**src/rtl/uart_responder_pkg.sv**
```systemverilog
// uart_responder_pkg: shared FSM state encodings, clock/baud defaults and the
// tick-divisor helper for the serial-port responder.
package uart_responder_pkg;

  localparam int CLK_50M   = 50_000_000;
  localparam int BAUD_9600 = 9600;
  localparam int OVS_16    = 16;

  // Common encoding for both the TX and the RX frame FSM.
  typedef enum logic [1:0] {
    ST_IDLE  = 2'd0,
    ST_START = 2'd1,
    ST_DATA  = 2'd2,
    ST_STOP  = 2'd3
  } uart_state_t;

  // Oversample tick divisor, truncated.
  function automatic int calc_div(input int clk_hz, input int baud, input int ovs);
    return clk_hz / (baud * ovs);
  endfunction

endpackage

```
**src/rtl/uart_tick_gen.sv**
```systemverilog
// uart_tick_gen: free-running divisor producing a one-cycle oversample tick
// every DIV clocks, shared by the receiver and the transmitter.
module uart_tick_gen #(
  parameter int DIV = 325
) (
  input  logic memi_clk,
  input  logic memi_rst,
  output logic tick
);

  localparam int            CW   = (DIV > 1) ? $clog2(DIV) : 1;
  localparam logic [CW-1:0] LAST = CW'(DIV - 1);

  logic [CW-1:0] cnt;

  // Count 0..DIV-1 and wrap; cleared by reset.
  // NOTE: sequential state uses <= so every flop sees pre-edge values no matter the statement order.
  always_ff @(posedge memi_clk or negedge memi_rst) begin
    if (!memi_rst) begin
      cnt <= '0;
    end else if (cnt == LAST) begin
      cnt <= '0;
    end else begin
      cnt <= cnt + 1'b1;
    end
  end

  assign tick = (cnt == LAST);

endmodule

```
**src/rtl/uart_responder.sv**
```systemverilog
// uart_responder: device side of the CPU serial-port handshake. Answers the
// active-low wrn/rdn strobes, serialises written bytes onto txd (8N1) and
// deserialises rxd into a one-deep receive holding register.
// Optional build macro UART_LOOPBACK_EN adds a loopback input that routes the
// internal TX line into the RX synchroniser and holds txd high.
module uart_responder
  import uart_responder_pkg::*;
#(
  parameter int CLK_HZ = CLK_50M,
  parameter int BAUD   = BAUD_9600,
  parameter int OVS    = OVS_16
) (
  input  logic       memi_clk,
  input  logic       memi_rst,
  input  logic       wrn,
  input  logic       rdn,
  input  logic [7:0] wdata,
  output logic [7:0] rdata,
  output logic       rdata_oe,
  output logic       data_ready,
  output logic       tbre,
  output logic       tsre,
  output logic       overrun,
`ifdef UART_LOOPBACK_EN
  input  logic       loopback,
`endif
  input  logic       rxd,
  output logic       txd
);

  localparam int            DIV      = calc_div(CLK_HZ, BAUD, OVS);
  localparam int            OW       = $clog2(OVS);
  localparam logic [OW-1:0] OVS_LAST = OW'(OVS - 1);
  localparam logic [OW-1:0] OVS_MID  = OW'(OVS / 2 - 1);

  logic tick;

  uart_tick_gen #(.DIV(DIV)) u_tick_gen (
    .memi_clk (memi_clk),
    .memi_rst (memi_rst),
    .tick     (tick)
  );

  // ---------------------------------------------------------------- strobes
  logic wrn_q, rdn_q;
  logic wr_fall, rd_rise;

  // Previous strobe samples; idle high so reset release is not an edge.
  always_ff @(posedge memi_clk or negedge memi_rst) begin
    if (!memi_rst) begin
      wrn_q <= 1'b1;
      rdn_q <= 1'b1;
    end else begin
      wrn_q <= wrn;
      rdn_q <= rdn;
    end
  end

  assign wr_fall  = wrn_q & ~wrn;
  assign rd_rise  = ~rdn_q & rdn;
  assign rdata_oe = ~rdn;

  // --------------------------------------------------------------- transmit
  uart_state_t   tx_state, tx_state_d;
  logic [7:0]    tx_shift, tx_shift_d;
  logic [2:0]    tx_idx, tx_idx_d;
  logic [OW-1:0] tx_ovs, tx_ovs_d;
  logic [7:0]    thr, thr_d;
  logic          tbre_d, tsre_d;
  logic          tx_line, tx_line_d;
  logic          tx_reload, wr_accept, tx_last;

  assign tx_last = tick && (tx_ovs == OVS_LAST);

  // TX next state: frame sequencing, holding-register reload and write accept.
  always_comb begin
    // NOTE: every variable driven here gets a default first so no path can infer a latch.
    tx_state_d = tx_state;
    tx_shift_d = tx_shift;
    tx_idx_d   = tx_idx;
    tx_ovs_d   = tx_ovs;
    thr_d      = thr;
    tbre_d     = tbre;
    tsre_d     = tsre;
    tx_reload  = 1'b0;
    wr_accept  = 1'b0;
    tx_line_d  = 1'b1;

    if (tick) begin
      tx_ovs_d = tx_ovs + 1'b1;
    end

    case (tx_state)
      ST_IDLE: begin
        if (!tbre) begin
          tx_reload  = 1'b1;
          tsre_d     = 1'b0;
          tx_ovs_d   = '0;
          tx_state_d = ST_START;
        end
      end
      ST_START: begin
        if (tx_last) begin
          tx_ovs_d   = '0;
          tx_idx_d   = '0;
          tx_state_d = ST_DATA;
        end
      end
      ST_DATA: begin
        if (tx_last) begin
          tx_ovs_d = '0;
          if (tx_idx == 3'd7) begin
            tx_state_d = ST_STOP;
          end else begin
            tx_idx_d = tx_idx + 1'b1;
          end
        end
      end
      ST_STOP: begin
        if (tx_last) begin
          tx_ovs_d = '0;
          if (!tbre) begin
            // Back-to-back: next start bit follows the stop bit directly.
            tx_reload  = 1'b1;
            tx_state_d = ST_START;
          end else begin
            tsre_d     = 1'b1;
            tx_state_d = ST_IDLE;
          end
        end
      end
      default: tx_state_d = ST_IDLE;
    endcase

    if (tx_reload) begin
      tx_shift_d = thr;
    end

    // A reload in this cycle frees the holding register, so a coincident
    // write is accepted rather than dropped.
    wr_accept = wr_fall && (tbre || tx_reload);
    if (wr_accept) begin
      thr_d  = wdata;
      tbre_d = 1'b0;
    end else if (tx_reload) begin
      tbre_d = 1'b1;
    end

    // Registered line level, decoded from the state being entered.
    case (tx_state_d)
      ST_START: tx_line_d = 1'b0;
      ST_DATA:  tx_line_d = tx_shift_d[tx_idx_d];
      default:  tx_line_d = 1'b1;
    endcase
  end

  // TX state register; reset aborts any frame and drives the line high at once.
  always_ff @(posedge memi_clk or negedge memi_rst) begin
    if (!memi_rst) begin
      tx_state <= ST_IDLE;
      tx_shift <= '0;
      tx_idx   <= '0;
      tx_ovs   <= '0;
      thr      <= '0;
      tbre     <= 1'b1;
      tsre     <= 1'b1;
      tx_line  <= 1'b1;
    end else begin
      tx_state <= tx_state_d;
      tx_shift <= tx_shift_d;
      tx_idx   <= tx_idx_d;
      tx_ovs   <= tx_ovs_d;
      thr      <= thr_d;
      tbre     <= tbre_d;
      tsre     <= tsre_d;
      tx_line  <= tx_line_d;
    end
  end

  // ---------------------------------------------------------------- receive
  logic rx_src, rx_meta, rx_sync, rx_prev;

`ifdef UART_LOOPBACK_EN
  assign rx_src = loopback ? tx_line : rxd;
  assign txd    = loopback ? 1'b1 : tx_line;
`else
  assign rx_src = rxd;
  assign txd    = tx_line;
`endif

  // Two-flop synchroniser plus one history flop for start-edge detection.
  always_ff @(posedge memi_clk or negedge memi_rst) begin
    if (!memi_rst) begin
      rx_meta <= 1'b1;
      rx_sync <= 1'b1;
      rx_prev <= 1'b1;
    end else begin
      rx_meta <= rx_src;
      rx_sync <= rx_meta;
      rx_prev <= rx_sync;
    end
  end

  uart_state_t   rx_state, rx_state_d;
  logic [OW-1:0] rx_ovs, rx_ovs_d;
  logic [2:0]    rx_idx, rx_idx_d;
  logic [7:0]    rx_shift, rx_shift_d;
  logic [7:0]    rdata_d;
  logic          data_ready_d, overrun_d;
  logic          frame_ok, rx_bit_due;

  assign rx_bit_due = tick && (rx_ovs == OVS_LAST);

  // RX next state: start qualification, mid-bit sampling and holding register.
  always_comb begin
    rx_state_d   = rx_state;
    rx_ovs_d     = rx_ovs;
    rx_idx_d     = rx_idx;
    rx_shift_d   = rx_shift;
    rdata_d      = rdata;
    data_ready_d = data_ready;
    overrun_d    = overrun;
    frame_ok     = 1'b0;

    if (tick) begin
      rx_ovs_d = rx_ovs + 1'b1;
    end

    case (rx_state)
      ST_IDLE: begin
        rx_ovs_d = '0;
        if (rx_prev && !rx_sync) begin
          rx_state_d = ST_START;
        end
      end
      ST_START: begin
        // Half a bit in: still low means a real start bit, else a glitch.
        if (tick && (rx_ovs == OVS_MID)) begin
          rx_ovs_d   = '0;
          rx_idx_d   = '0;
          rx_state_d = rx_sync ? ST_IDLE : ST_DATA;
        end
      end
      ST_DATA: begin
        if (rx_bit_due) begin
          rx_ovs_d   = '0;
          rx_shift_d = {rx_sync, rx_shift[7:1]};
          if (rx_idx == 3'd7) begin
            rx_state_d = ST_STOP;
          end else begin
            rx_idx_d = rx_idx + 1'b1;
          end
        end
      end
      ST_STOP: begin
        if (rx_bit_due) begin
          rx_ovs_d   = '0;
          frame_ok   = rx_sync;
          rx_state_d = ST_IDLE;
        end
      end
      default: rx_state_d = ST_IDLE;
    endcase

    // A read completing alongside a new frame makes room: the new byte wins.
    if (frame_ok && (!data_ready || rd_rise)) begin
      rdata_d      = rx_shift;
      data_ready_d = 1'b1;
      overrun_d    = 1'b0;
    end else if (frame_ok) begin
      overrun_d = 1'b1;
    end else if (rd_rise) begin
      data_ready_d = 1'b0;
      overrun_d    = 1'b0;
    end
  end

  // RX state register and receive holding register.
  always_ff @(posedge memi_clk or negedge memi_rst) begin
    if (!memi_rst) begin
      rx_state   <= ST_IDLE;
      rx_ovs     <= '0;
      rx_idx     <= '0;
      rx_shift   <= '0;
      rdata      <= '0;
      data_ready <= 1'b0;
      overrun    <= 1'b0;
    end else begin
      rx_state   <= rx_state_d;
      rx_ovs     <= rx_ovs_d;
      rx_idx     <= rx_idx_d;
      rx_shift   <= rx_shift_d;
      rdata      <= rdata_d;
      data_ready <= data_ready_d;
      overrun    <= overrun_d;
    end
  end

endmodule

```
**config.mk**
```make
export PLATFORM = sky130hd
export DESIGN_NAME = uart_responder
export DESIGN_NICKNAME = d
export VERILOG_FILES = /design/src/rtl/uart_responder_pkg.sv /design/src/rtl/uart_tick_gen.sv /design/src/rtl/uart_responder.sv
export SDC_FILE = /design/constraint.sdc
export NUM_CORES = 1
export LEC_CHECK = 0
export BUFFER_PORTS_ARGS = -buffer_cell sky130_fd_sc_hd__buf_2
export CELL_PAD_IN_SITES_DETAIL_PLACEMENT = 2
export CELL_PAD_IN_SITES_GLOBAL_PLACEMENT = 2
export CORE_UTILIZATION = 36
export DETAILED_ROUTE_END_ITERATION = 12
export PLACE_DENSITY = 0.79
export SYNTH_ARGS = -nofsm -noshare
export SYNTH_HDL_FRONTEND = slang
export SYNTH_SLANG_ARGS = --single-unit
```
**constraint.sdc**
```tcl
create_clock -name memi_clk -period 3.23 [get_ports memi_clk]
set_input_delay 0.4845 -clock memi_clk [delete_from_list [all_inputs] [get_ports memi_clk]]
set_output_delay 0.4845 -clock memi_clk [all_outputs]
set_load 0.03 [all_outputs]
```
==> impl_metrics.json <==
{
  "status": "finished, final reports clean",
  "fill_cells": 917,
  "die_y_um": 97.4,
  "synth_ff_type": "dfrtp_1",
  "cp_slowest_cell": "mux4_1",
  "p_int_mw": 1.67,
  "switching_share_pct": 34.3,
  "drv_slew": 0,
  "tns_ps": 0,
  "postSynthCellCount": 279,
  "cp_cell_sequence": "inv_1 > ha_1 > nand4b_1 > o32a_1 > and2_1 > nor2_4 > mux4_1 > a211oi_1 > a22oi_2",
  "critical_path_arrival_ps": 3300,
  "ant_nets": 0,
  "crit_fanout": 5,
  "drt_iter0_markers": 93,
  "rsz0062_at_grt": "no",
  "cts_made_buffers": 9,
  "antenna_found_initial": 0,
  "min_path_type": "in2async",
  "p_leak_nw": 1.81,
  "ir_drop_mv": 0.348,
  "drc": 0,
  "ff_latch_area_sq_um": 1740,
  "grt_pass1_vias": 2628,
  "vias": 2317,
  "ctsRootBufferMaster": "clkbuf_8",
  "finalWorstSetupSlack_ps": 204,
  "maxCapViolCount": 0,
  "grt_pass1_wl_mm": 13.5,
  "layout_common_cells": "61 x dfrtp_1, 26 x buf_2, 20 x nand2_1, 20 x mux2_2, 19 x nor2_1",
  "cp_slowest_stage_delay_ps": 600,
  "ctsLongestPathBuffers": 2,
  "gr-usage-all-layers_pct": 18.2,
  "cp_top_family": "compound AO/OA/AOI/OAI gates",
  "drtPass1Iterations": 4,
  "rows": 34,
  "fin_crit_sh_pct": 93.7,
  "fin_nets": 340,
  "start_util_pct": 37.4,
  "multiInputGateArea_sq_um": 1450,
  "setup.worst_path.end_class": "flop",
  "fp.dieW_um": 97.4,
  "cts_tree": "done",
  "grt_max_degree": 70,
  "clkTransAtPathRegs_ps": 90,
  "diodes": 0,
  "htree_levels": 3,
  "p_total_mw": 2.55,
  "stdcell_count": 429,
  "power_frac_comb_pct": 27.9,
  "cts_hold_buffers": 0,
  "yosysWarnings": 0,
  "critPathRequiredTime_ps": 3500,
  "start_kind": "flop",
  "place_hpwl_mm": 5.39,
  "clock_latency_ps": 350,
  "holdWs_ps": 151,
  "overflow": 0,
  "synth-seq-area-share_pct": 53.0,
  "io_pins": 27,
  "place_ws_ps": 267,
  "tightest_slew_ps": 613,
  "setup_violations": 0,
  "synth_nets": 303,
  "cp.buffers_inverters": 1,
  "fmax_ghz": 0.331,
  "drive_gt1_share_pct": 25.9,
  "post_drt_wl_per_cell_um": 18.5,
  "slew_headroom_pct": 58.6,
  "port_buffers": 26,
  "power_density_nw_per_um2": 676,
  "regToRegSetupSlack_ps": 200,
  "finClkSkew_ps": 8.94,
  "min_period_ps": 3030,
  "gp_congestion": 0.693,
  "syn_avg_cell_area_sq_um": 11.7,
  "switching_power_uw": 873,
  "cts.sinks": 69,
  "wirelength_mm": 7.95,
  "cts_setup_buffers": 0,
  "routed_via_density": 5.40,
  "syn_to_final_growth_pct": 15.0,
  "final_common_cell": "dfrtp_1",
  "synthDistinctLibCells": 54,
  "die-area_sq_um": 9480,
  "worstSetupPathType": "reg2reg",
  "core_sq_um": 8760,
  "postCtsResizedCells": 0,
  "async_flop_share_pct": 100,
  "synth_area_sq_um": 3280,
  "clockPowerShare_pct": 28.6,
  "final-hold-violation-count": 0,
  "pwr-share-seq_pct": 43.5,
  "dp_cells": 413,
  "synth_seq_cells": 69,
  "synth_edf_count": 0
}
layer usage:
metal,GRT usage [%],vias to the layer above,wire [um]
met2,33.3,39,4310
met5,0,-,0
li1,-,1077,-
met3,3.74,13,197
met1,20.9,1188,3300
met4,6.56,0,144
final cells by class:
type                       instances  share of cell area [%]
inverter                          18                    1.79
timing repair buffer              31                    4.78
tap                              108                    3.59
clock inverter                     6                    1.86
clock buffer                      10                    3.39
multi-input combinational        187                    38.5
sequential                        69                    46.1
cells by family (layout without fill, tap and decap cells):
logic type | after synthesis | in the layout | share of synthesized area (%)
muxes | 36 | 36 | 13.1
AOI/OAI and AO/OA | 46 | 46 | 9.89
xor gates and xnor gates | 13 | 13 | 3.48
adders and majority gates | 11 | 11 | 4.20
and+or+nand+nor | 81 | 81 | 13.6
DFF | 69 | 69 | 53.0
buffers and inverters | 23 | 65 | 2.71
synthesized netlist by cell type, types with 3 or more instances:
master | number | area [sq um]
dfstp_2 | 8 | 210
o21ai_0 | 15 | 75.1
ha_1 | 11 | 138
inv_1 | 17 | 63.8
dfrtp_1 | 61 | 1530
nand2_1 | 20 | 75.1
nand4_1 | 5 | 31.3
nor2b_1 | 4 | 25.0
xor2_1 | 8 | 70.1
a211oi_1 | 3 | 22.5
mux2_1 | 8 | 90.1
mux2_2 | 20 | 225
xnor2_1 | 5 | 43.8
and3_1 | 3 | 18.8
mux2i_1 | 6 | 60.1
a22oi_1 | 4 | 30.0
nor3_1 | 5 | 25.0
nor2_1 | 19 | 71.3
a21oi_1 | 5 | 25.0
nand3_1 | 9 | 45.0
state kept, by name (all words and copies together), names as in the netlist, named ones only:
| signal | cells |
|---|---|
| rx_prev | 1 |
| tsre | 1 |
| rx_ovs | 4 |
| u_tick_gen.cnt | 9 |
| wrn_q | 1 |
| tx_idx | 3 |
| thr | 8 |
| tx_ovs | 4 |
| tx_shift | 8 |
| tbre | 1 |
| rx_sync | 1 |
| txd | 1 |
| rx_shift | 8 |
| rx_meta | 1 |
| overrun | 1 |
| data_ready | 1 |
| rx_idx | 3 |
| rdata | 8 |
| rdn_q | 1 |
| tx_state | 2 |
| rx_state | 1 |
worst register-to-register path: cells and delay by family, from the launching register on:
kind                     cells  cell delay (ps)
AO/OA/AOI/OAI                3              910
AND/OR/NAND/NOR              3              780
multiplexers                 1              600
flip-flops                   1              430
adder cells (fa/ha/maj)      1              160
buffers and inverters        1               90
final timing paths:
path	from	to	cells past startpoint
worst min register to register	rx_meta	rx_sync	0
worst min-delay path	memi_rst	u_tick_gen.cnt[8]	2
min in group memi_clk	rxd	rx_meta	1
worst max register to register	u_tick_gen.cnt[0]	txd	9
worst max-delay path	u_tick_gen.cnt[0]	txd	9
max in group asynchronous	memi_rst	rx_prev	2
stage by stage:
step	util (%)	instance area, sq um
after floorplan	-	3280
after global placement	40.7	3570
after detailed placement	40.7	3570
after CTS	43.0	3770
after global routing	43.0	3770
final	43.0	3770
power groups by stage:
stage / logic (mW) / registers (mW) / clock network, mW
after global routing: 0.778 / 1.13 / 0.783
after detailed placement: 0.705 / 1.12 / 0
after CTS: 0.723 / 1.11 / 0.752
final: 0.712 / 1.11 / 0.728
after floorplan: 0.495 / 1.10 / 0
after global placement: 0.661 / 1.12 / 0
Power figures use the tool's default switching activity.
